[src/rtl/pc_fetch_sequencer.sv]
// Control sequencer for the TMP8 program counter: boot load, fetch handshake, increment, branch.
// Optional interrupt entry is compiled in when PC_SEQ_IRQ_EN is defined.
module pc_fetch_sequencer #(
  parameter logic [7:0]  RESET_VECTOR = 8'h00,
  parameter logic [7:0]  HALT_OPCODE  = 8'hFF,
  parameter int unsigned WAIT_LIMIT   = 15,
  parameter logic [7:0]  IRQ_VECTOR   = 8'hF0
) (
  input  logic       clk,
  input  logic       clear_n,
  input  logic       run,
  input  logic       soft_rst,
  input  logic       mem_ack,
  input  logic [7:0] mem_data,
  input  logic       exec_done,
  input  logic       branch_req,
  input  logic [7:0] branch_target,
  input  logic [7:0] pc_value,
`ifdef PC_SEQ_IRQ_EN
  input  logic       irq,
  input  logic       irq_ret,
  output logic       irq_ack,
  output logic [7:0] epc,
`endif
  output logic       mem_req,
  output logic [7:0] ir,
  output logic       exec_start,
  output logic       pc_clear,
  output logic       pc_load,
  output logic       pc_enable,
  output logic [7:0] pc_load_data,
  output logic       halted,
  output logic       bus_err
);

  localparam logic [7:0] WaitLim = 8'(WAIT_LIMIT);

  typedef enum logic [2:0] {StBoot, StIdle, StFetch, StExec, StHalt} state_e;

  state_e     state;
  logic [7:0] wait_cnt;

`ifdef PC_SEQ_IRQ_EN
  logic in_isr;
`else
  logic unused_pc_value;
  assign unused_pc_value = ^pc_value;
`endif

  always_ff @(posedge clk or negedge clear_n) begin
    if (!clear_n) begin
      state        <= StBoot;
      wait_cnt     <= 8'd0;
      mem_req      <= 1'b0;
      ir           <= 8'h00;
      exec_start   <= 1'b0;
      pc_clear     <= 1'b0;
      pc_load      <= 1'b0;
      pc_enable    <= 1'b0;
      pc_load_data <= RESET_VECTOR;
      halted       <= 1'b0;
      bus_err      <= 1'b0;
`ifdef PC_SEQ_IRQ_EN
      irq_ack      <= 1'b0;
      epc          <= 8'h00;
      in_isr       <= 1'b0;
`endif
    end else begin
      // Strobes are single-cycle; only the branches below raise them.
      exec_start <= 1'b0;
      pc_clear   <= 1'b0;
      pc_load    <= 1'b0;
      pc_enable  <= 1'b0;
`ifdef PC_SEQ_IRQ_EN
      irq_ack    <= 1'b0;
`endif
      if (soft_rst) begin
        pc_clear <= 1'b1;
        mem_req  <= 1'b0;
        bus_err  <= 1'b0;
        halted   <= 1'b0;
        wait_cnt <= 8'd0;
        state    <= StBoot;
`ifdef PC_SEQ_IRQ_EN
        epc      <= 8'h00;
        in_isr   <= 1'b0;
`endif
      end else begin
`ifdef PC_SEQ_IRQ_EN
        if (irq_ret) in_isr <= 1'b0;
`endif
        unique case (state)
          StBoot: begin
            pc_load      <= 1'b1;
            pc_load_data <= RESET_VECTOR;
            state        <= StIdle;
          end
          StIdle: begin
            if (run) begin
              mem_req  <= 1'b1;
              wait_cnt <= 8'd0;
              state    <= StFetch;
            end
          end
          StFetch: begin
            if (mem_ack) begin
              ir      <= mem_data;
              mem_req <= 1'b0;
              if (mem_data == HALT_OPCODE) begin
                halted <= 1'b1;
                state  <= StHalt;
              end else begin
                pc_enable  <= 1'b1;
                exec_start <= 1'b1;
                state      <= StExec;
              end
            end else if (wait_cnt + 8'd1 == WaitLim) begin
              bus_err <= 1'b1;
              mem_req <= 1'b0;
              halted  <= 1'b1;
              state   <= StHalt;
            end else begin
              wait_cnt <= wait_cnt + 8'd1;
            end
          end
          StExec: begin
            // Load cycles return through IDLE so the next fetch never overlaps them.
            if (exec_done) begin
              if (branch_req) begin
                pc_load      <= 1'b1;
                pc_load_data <= branch_target;
                state        <= StIdle;
              end
`ifdef PC_SEQ_IRQ_EN
              else if (irq && !in_isr) begin
                epc          <= pc_value;
                pc_load      <= 1'b1;
                pc_load_data <= IRQ_VECTOR;
                irq_ack      <= 1'b1;
                in_isr       <= 1'b1;
                state        <= StIdle;
              end
`endif
              else if (run) begin
                mem_req  <= 1'b1;
                wait_cnt <= 8'd0;
                state    <= StFetch;
              end else begin
                state <= StIdle;
              end
            end
          end
          StHalt: begin
            if (!run) begin
              halted <= 1'b0;
              state  <= StIdle;
            end
          end
          default: state <= StBoot;
        endcase
      end
    end
  end

endmodule

[config.mk]
export PLATFORM = sky130hd
export DESIGN_NAME = pc_fetch_sequencer
export DESIGN_NICKNAME = d
export VERILOG_FILES = /design/src/rtl/pc_fetch_sequencer.sv
export SDC_FILE = /design/constraint.sdc
export NUM_CORES = 1
export LEC_CHECK = 0
export BUFFER_PORTS_ARGS = -buffer_cell sky130_fd_sc_hd__buf_2
export CORE_ASPECT_RATIO = 1.1
export CORE_MARGIN = 3
export CORE_UTILIZATION = 28
export CTS_BUF_LIST = sky130_fd_sc_hd__clkbuf_16
export CTS_CLUSTER_DIAMETER = 60
export DETAILED_ROUTE_END_ITERATION = 8
export SYNTH_ARGS = -nofsm -noshare
export SYNTH_HDL_FRONTEND = slang
export SYNTH_SLANG_ARGS = --single-unit
[constraint.sdc]
create_clock -name clk -period 2.85 [get_ports clk]
set_clock_uncertainty 0.1 [all_clocks]
set_input_delay 0.4275 -clock clk [delete_from_list [all_inputs] [get_ports clk]]
set_output_delay 0.4275 -clock clk [all_outputs]
set_load 0.01 [all_outputs]
=== Yosys cells after proc, flatten, opt, wreduce, memory -nomap -nowiden ===
Index checks and enable logic that the tools add are counted.

* Output and inout port bits: 23
* Bits of input ports: 31
* Word-level logic and storage cells: 87
* Register bits after elaboration: 33

* Multiplexer cells: 45
* Equal/unequal tests: 17
* Add/sub/neg operators: 1
* Reduce and logical (&&, ||, !) cells: 13
* Bitwise gates (word level): 1

{| class="wikitable"
|+ Operator list
! kind !! count
|-
| 8-bit 2-to-1 mux || 8
|-
| 8-bit one-hot mux with 3 select lines || 1
|-
| 1-bit 2-to-1 mux || 22
|-
| 3-bit 2-to-1 mux || 7
|-
| 3-bit != test, second input constant || 6
|-
| 8-bit one-hot mux with 2 select lines || 1
|-
| 4-bit AND reduction || 4
|-
| 3-bit one-hot mux with 5 select lines || 1
|-
| 8-bit by 1-bit adder with 8-bit output, second input constant || 1
|-
| 8-bit by 4-bit == test with 1-bit output, second input constant || 1
|-
| 8-bit == test, second input constant || 1
|-
| 4-bit != test, second input constant || 2
|-
| 3-bit by 2-bit == test with 1-bit output, second input constant || 2
|-
| 2-bit != test, second input constant || 3
|-
| 3-bit AND reduction || 2
|-
| 2-bit nonzero test || 3
|-
| 5-bit AND reduction || 1
|-
| 2-bit 2-to-1 mux || 2
|-
| 1-bit one-hot mux with 2 select lines || 2
|-
| 4-bit nonzero test || 1
|-
| 3-bit by 1-bit == test with 1-bit output, second input constant || 1
|-
| 3-bit == test, second input constant || 1
|-
| 3-bit logical NOT || 1
|-
| 1-bit one-hot mux with 3 select lines || 1
|-
| 2 further kinds || 2
|}

=== Logic depth before layout (Yosys ltp) ===
Gate-level depths: netlist of run 1.

* Depth after elaboration: 6
* Mapped depth: 7
* Mapped depth without buffers: 6

=== Worst setup path before layout of run 1 ===
Ideal clock, no wire load.

* Path kind: reg-to-reg
* Start point: register wait_cnt[0]
* End point: register wait_cnt[2]
* Arrival time: 1.728 ns
* Buffers on the path: 0
* Library setup time: 0.132 ns
* Setup slack: 0.890 ns
* Clock period less this slack: 1.960 ns
* Required time: 2.618 ns
* Cell stages (with the launch flop): 7
* Cell sequence: dfrtp_1 -> ha_1 -> xor2_2 -> nand3b_2 -> or4_4 -> o311ai_2 -> nand3_1

* Cells in the longest elaborated chain, start to end: 5
* Elaborated cells on any way between the ends: 8
* Classes of those cells: 1 x add/sub; 2 x eq/ne; 4 x mux; 1 x reduce/logical

{| class="wikitable"
|+ RTL lines
! what !! line !! RTL
|-
| start: declaration || 41 || <nowiki>logic [7:0] wait_cnt;</nowiki>
|-
| start signal: assignment || 123 || <nowiki>wait_cnt <= wait_cnt + 8'd1;</nowiki>
|-
| 8-bit by 1-bit adder with 8-bit output * || 117, 123 ||
|-
| branches (longest 4 deep; another with 8-bit by 4-bit == test with 1-bit output) || n/a ||
|}

Mark *: on every way between the ends. The select of a mux whose other input is x is not followed.
A chain may end at the register's enable or synchronous reset.

=== Final worst setup path of run 1 ===
* Start point: register wait_cnt[1]
* End point: register wait_cnt[2]

The elaborated chain is that of the path after synthesis.

==> results of run 1 <==
## path summary, 6_finish.rpt
| check | end | cells after the start |
|---|---|---|
| min in group clk | ir[3] | 2 |
| min reg2reg | pc_load_data[6] | 2 |
| max | wait_cnt[2] | 6 |
| max reg2reg | wait_cnt[2] | 6 |
| min | ir[5] | 1 |
| max in group asynchronous | state[0] | 1 |
## stage by stage
stage          instance area [um^2]  cells  utilization  setup slack (ps)  power [uW]
5_1_grt                        2120    287        0.364               652        1430
3_5_place_dp                   1970    279        0.340               775         857
6_report                       2120    287        0.364               791        1350
3_3_place_gp                   1970    279        0.340               807         855
2_1_floorplan                  1700    164            -               890         738
4_1_cts                        2120    287        0.364               787        1370
## routing by layer
metal  GRT usage  routed length, um  up-vias
li1            -                  -      675
met1       0.124               1590      641
met2       0.178               1630       36
met3      0.0442                254        5
met4      0.0415                 57        0
met5           0                  0        -
## power by group
group	switching (uW)	internal, uW	total (uW)
Combinational	140	121	261
Sequential	42.3	542	584
Clock	189	319	509
## state kept, by name, summed over array words and instances, names as in the netlist
signal	count
pc_load	1
state	3
pc_enable	1
pc_load_data	8
mem_req	1
halted	1
bus_err	1
wait_cnt	8
ir	8
pc_clear	1
## cell type report
class	count	area [um^2]	area share
clock inverters	3	17.5	0.00828
well taps	77	96.3	0.0455
clock buffers	5	125	0.0591
multi-input cells	118	803	0.380
repair buffers	45	225	0.106
inverters	6	22.5	0.0106
flip-flops and latches	33	826	0.390
## kinds of logic after synthesis
| group | count (synthesis) |
|---|---|
| xor gates and xnor gates | 6 |
| buffers and inverters | 13 |
| AOI/OAI and AO/OA | 41 |
| DFF | 33 |
| and+or+nand+nor | 59 |
| adders and majority gates | 2 |
| muxes | 10 |
## worst max-delay path: cells and delay by family, from the launching register on
kind                     cells  cell delay [ps]
flip-flops                   1              440
XOR/XNOR                     1              200
AO/OA/AOI/OAI                1              260
AND/OR/NAND/NOR              3              660
adder cells (fa/ha/maj)      1              280
## cells in the final DEF, fill, tap and decap left out, types with 4 or more instances in the layout
cell,count
dfrtp_1,33
o21ai_1,5
clkbuf_16,5
buf_2,45
nand4_1,4
nand2b_1,4
a211oi_1,5
nor2_1,6
inv_1,6
o21ai_0,13
nand2_1,23
nor2b_1,4
mux2_2,4
nand3_1,7
mux2_1,4
==> results.sh, run 1 <==
export IMPL_r2r_start="wait_cnt[1]"
export IMPL_synth_area_per_cell_um2=10.3
export IMPL_cts_resized=0
export IMPL_yosysSeqAreaShare=0.487
export IMPL_drtIter0Drc=92
export IMPL_status="finished clean"
export IMPL_crit_chain="ha_1 > xor2_2 > nand3b_2 > or4_4 > o311ai_2 > nand3_1"
export IMPL_cp_startpoint="wait_cnt[1]"
export IMPL_grt_start_max_net_pins=34
export IMPL_rows=29
export IMPL_finalHoldViolCount=0
export IMPL_ys_seq_elements=33
export IMPL_r2r_slack_ps=790
export IMPL_fill_cells=606
export IMPL_critical_path_max_fanout=6
export IMPL_synthSimpleGateAreaFrac=0.203
export IMPL_slowest_delay_ps=440
export IMPL_vdd_drop_max_mv=0.216
export IMPL_tns_ps=0
export IMPL_cts_setup_buffers=0
export IMPL_crit_arrival_ps=2110
export IMPL_grt_pass1_wl_um=5840
export IMPL_slew_headroom=0.521
export IMPL_drt_antenna_violating_nets=0
export IMPL_synth_top_family_by_area="simple AND/OR/NAND/NOR gates"
export IMPL_io_pins=54
export IMPL_cp_slowest_cell="dfrtp_1"
export IMPL_drive_gt1_frac=0.319
export IMPL_layout_min_cycle_time_ps=2060
export IMPL_wl_per_cell_um=12.3
export IMPL_synth_most_common_cell="dfrtp_1"
export IMPL_synthAdderAreaFrac=0.0148
export IMPL_drc=0
export IMPL_antenna_found_initial=0
export IMPL_synth_area_mux_share=0.0649
export IMPL_cts_buffer_depth=2
export IMPL_die_w_um=80.2
export IMPL_nNetsFinal=242
export IMPL_drv_cap=0
export IMPL_cts_root_buf="clkbuf_16"
export IMPL_startpoint_type="register"
export IMPL_numCtsBuffers=5
export IMPL_synth_largest_area_cell="dfrtp_1"
export IMPL_drt_first_pass_iters=4
export IMPL_hp_class="in -> async"
export IMPL_grt_pass1_vias=1290
export IMPL_crit_type="reg -> reg"
export IMPL_synth_fp_nets=197
export IMPL_design_core_area_um2=5810
export IMPL_area_growth_syn_to_layout_pct=24.8
export IMPL_drt_wl_total_um=3530
export IMPL_initial_core_util=0.292
export IMPL_ys_flop_type="dfrtp_1"
export IMPL_die_y_um=87.6
export IMPL_fin_hold_ws_ps=108
export IMPL_htreeDepth=2
export IMPL_cp_end_kind="register"
export IMPL_syn_area_um2=1700
export IMPL_tightestPinTransition_ps=719
export IMPL_slew_violations=0
export IMPL_worstPathRequired_ps=2900
export IMPL_synth_area_leaders="dfrtp_1 (49%), nand2_1 (5.1%), o21ai_0 (3.8%)"
export IMPL_n_antenna_cell=0
export IMPL_clkTransAtPathRegs_ps=50
export IMPL_synth_edff_count=0
export IMPL_die_area_um2=7030
export IMPL_port_buffers=45
export IMPL_p_leak_uw=0.000968
export IMPL_postSynthCellCount=164
export IMPL_grt_total_usage=0.107
export IMPL_maxClockFrequency_mhz=486
export IMPL_vias=1357
export IMPL_synth_compound_area_frac=0.156
export IMPL_synthXorXnorAreaFrac=0.0354
export IMPL_ys_top_cells_by_count="dfrtp_1 (33), nand2_1 (23), o21ai_0 (13)"
export IMPL_clkLatencyLatePin_ps=270
export IMPL_ys_warn_count=0
export IMPL_dp_hpwl_um=2630
export IMPL_globalplace_congestion=0.801
export IMPL_ys_async_sr_fraction=1.00
export IMPL_cts_sinks=33
export IMPL_via_per_inst=4.73
export IMPL_cts_tree="built"
export IMPL_synthDistinctLibCells=43
export IMPL_synth_top_area_share=0.487
export IMPL_fin_crit_sh=0.723
export IMPL_rsz0062_at_grt="no"
export IMPL_p_per_area_nw_per_um2=640
export IMPL_cts_hold_buf=0
export IMPL_setup_viol_count_final=0
export IMPL_grt_overflow=0
Note: power is estimated with default switching activity, not from simulation.
==> run 2, diff against run 1 <==
==> constraint.sdc (replaced) <==
create_clock -name clk -period 1.7 [get_ports clk]
set_clock_uncertainty 0.1 [all_clocks]
set_input_delay 0.255 -clock clk [delete_from_list [all_inputs] [get_ports clk]]
set_output_delay 0.255 -clock clk [all_outputs]
set_load 0.01 [all_outputs]
==> results.sh, run 2 (same netlist as run 1, synthesis figures left out) <==
export IMPL_reg_top3="ir: 8 flops, pc_load_data: 8 flops, wait_cnt: 8 flops"
export IMPL_via_per_inst=4.69
export IMPL_grt_overflow=0
export IMPL_pre_cts_ws_ps=-157
export IMPL_initial_core_util=0.292
export IMPL_layout_min_cycle_time_ps=1850
export IMPL_slew_headroom=0.723
export IMPL_drt_wl_total_um=3970
export IMPL_crit_arrival_ps=1890
export IMPL_grt_total_usage=0.118
export IMPL_numCtsBuffers=5
export IMPL_rsz0062_at_grt="yes"
export IMPL_setup_ws_ps=-149
export IMPL_slew_violations=0
export IMPL_cp_slowest_cell="or4_4"
export IMPL_nNetsFinal=282
export IMPL_hp_class="in -> reg"
export IMPL_r2r_start="wait_cnt[1]"
export IMPL_clkTransAtPathRegs_ps=50
export IMPL_globalplace_congestion=0.786
export IMPL_startpoint_type="register"
export IMPL_critical_path_max_fanout=2
export IMPL_vdd_drop_max_mv=0.420
export IMPL_drv_cap=0
export IMPL_cts_tree="built"
export IMPL_vias=1534
export IMPL_final_cell_mix="buf_2 (45), buf_4 (34), dfrtp_1 (30), nand2_1 (22), o21ai_0 (12)"
export IMPL_drc=0
export IMPL_status="finished, violations left"
export IMPL_finalHoldViolCount=0
export IMPL_drtIter0Drc=71
export IMPL_die_y_um=87.6
export IMPL_die_area_um2=7030
export IMPL_layout_commonest_cell="buf_2"
export IMPL_clkLatencyLatePin_ps=280
export IMPL_cp_startpoint="wait_cnt[1]"
export IMPL_area_growth_syn_to_layout_pct=50.2
export IMPL_slowest_delay_ps=430
export IMPL_tns_ps=-465
export IMPL_design_core_area_um2=5810
export IMPL_setup_viol_count_final=11
export IMPL_cts_sinks=33
export IMPL_drt_first_pass_iters=4
export IMPL_grt_pass1_wl_um=6460
export IMPL_io_pins=54
export IMPL_port_buffers=45
export IMPL_grt_start_max_net_pins=34
export IMPL_dp_hpwl_um=2990
export IMPL_n_antenna_cell=0
export IMPL_crit_type="reg -> reg"
export IMPL_p_leak_uw=0.00124
export IMPL_drt_antenna_violating_nets=0
export IMPL_die_w_um=80.2
export IMPL_grt_pass1_vias=1430
export IMPL_total_power_uw=2430
export IMPL_fin_crit_sh=1.09
export IMPL_p_per_area_nw_per_um2=954
export IMPL_cp_end_kind="register"
export IMPL_wl_per_cell_um=12.1
export IMPL_crit_chain="ha_4 > xor2_2 > nand3b_4 > or4_4 > o311ai_2 > nand3_1"
export IMPL_htreeDepth=2
export IMPL_cts_root_buf="clkbuf_16"
export IMPL_cts_buffer_depth=2
export IMPL_rows=29
export IMPL_hp_start="branch_target[3]"
export IMPL_drive_gt1_frac=0.480
export IMPL_antenna_found_initial=0
export IMPL_failed_checks="setup timing"
export IMPL_maxClockFrequency_mhz=541
export IMPL_worstPathRequired_ps=1740
export IMPL_tightestPinTransition_ps=415
-- run 2: changes by cell type in the layout (fill, tap and decap cells not counted), moves of 2 or more --
cell,before,now
a211oi_1,5,3
a211oi_2,0,2
buf_4,0,34
buf_6,0,3
dfrtp_1,33,30
dfrtp_2,0,3
mux2_1,4,0
mux2_4,0,4
-- run 2: path summary, 6_finish.rpt --
path                                         to  slack, ps  cells past startpoint
max in group asynchronous           wait_cnt[2]        740                      3
worst min-delay path            pc_load_data[3]        110                      3
worst max-delay path                wait_cnt[2]       -150                      6
worst max register to register      wait_cnt[2]       -150                      6
worst min register to register  pc_load_data[3]        380                      2
min in group asynchronous       pc_load_data[7]        440                      3
-- run 2: metrics by stage --
| step | instance area, um^2 | hold slack, ps | std cells | util |
|---|---|---|---|---|
| after CTS | 2510 | 112 | 327 | 0.433 |
| after detailed placement | 2270 | 208 | 314 | 0.392 |
| after global placement | 2270 | 209 | 314 | 0.392 |
| after floorplan | 1720 | -141 | 164 | - |
| after global routing | 2550 | 127 | 327 | 0.439 |
| final | 2550 | 113 | 327 | 0.439 |
-- run 2: cell type report --
type,count,area (um^2)
repair buffers,84,544
inverters,6,22.5
clock buffers,5,125
well taps,77,96.3
fillers,577,3260
multi-input cells,119,911
clock inverters,3,17.5
flip-flops and latches,33,830
-- run 2: metal layers --
layer / vias up / global-route usage / part of all wire / wire (um)
met5: - / 0 / 0 / 0
met4: 0 / 0.0461 / 0.017 / 68
met3: 8 / 0.0360 / 0.074 / 295
met2: 53 / 0.201 / 0.48 / 1890
met1: 718 / 0.140 / 0.43 / 1720
li1: 755 / - / - / -
-- run 2: timing repair --
| item | CTS | global route |
|---|---|---|
| cloned | 1 | 0 |
| gates resized for setup | 12 | 7 |
| hold endpoints to repair | 33 | 0 |
| endpoints found under the setup margin | 16 | 20 |
| setup buffers | 3 | 0 |
| hold buffers | 1 | 0 |
| pin swaps | 4 | 1 |
-- run 2: worst max-delay path: cells and delay by family, from the launching register on --
family	cells	cell delay (ps)
compound gates	1	220
xor+xnor	1	170
fa+ha+maj	1	170
flops	1	420
simple gates	3	630
-- run 2: power breakdown --
group / total, uW / internal, uW / leakage (uW) / switching (uW)
Clock: 857 / 535 / 0.0000696 / 321
Sequential: 977 / 909 / 0.000438 / 68.0
Combinational: 595 / 326 / 0.000734 / 270
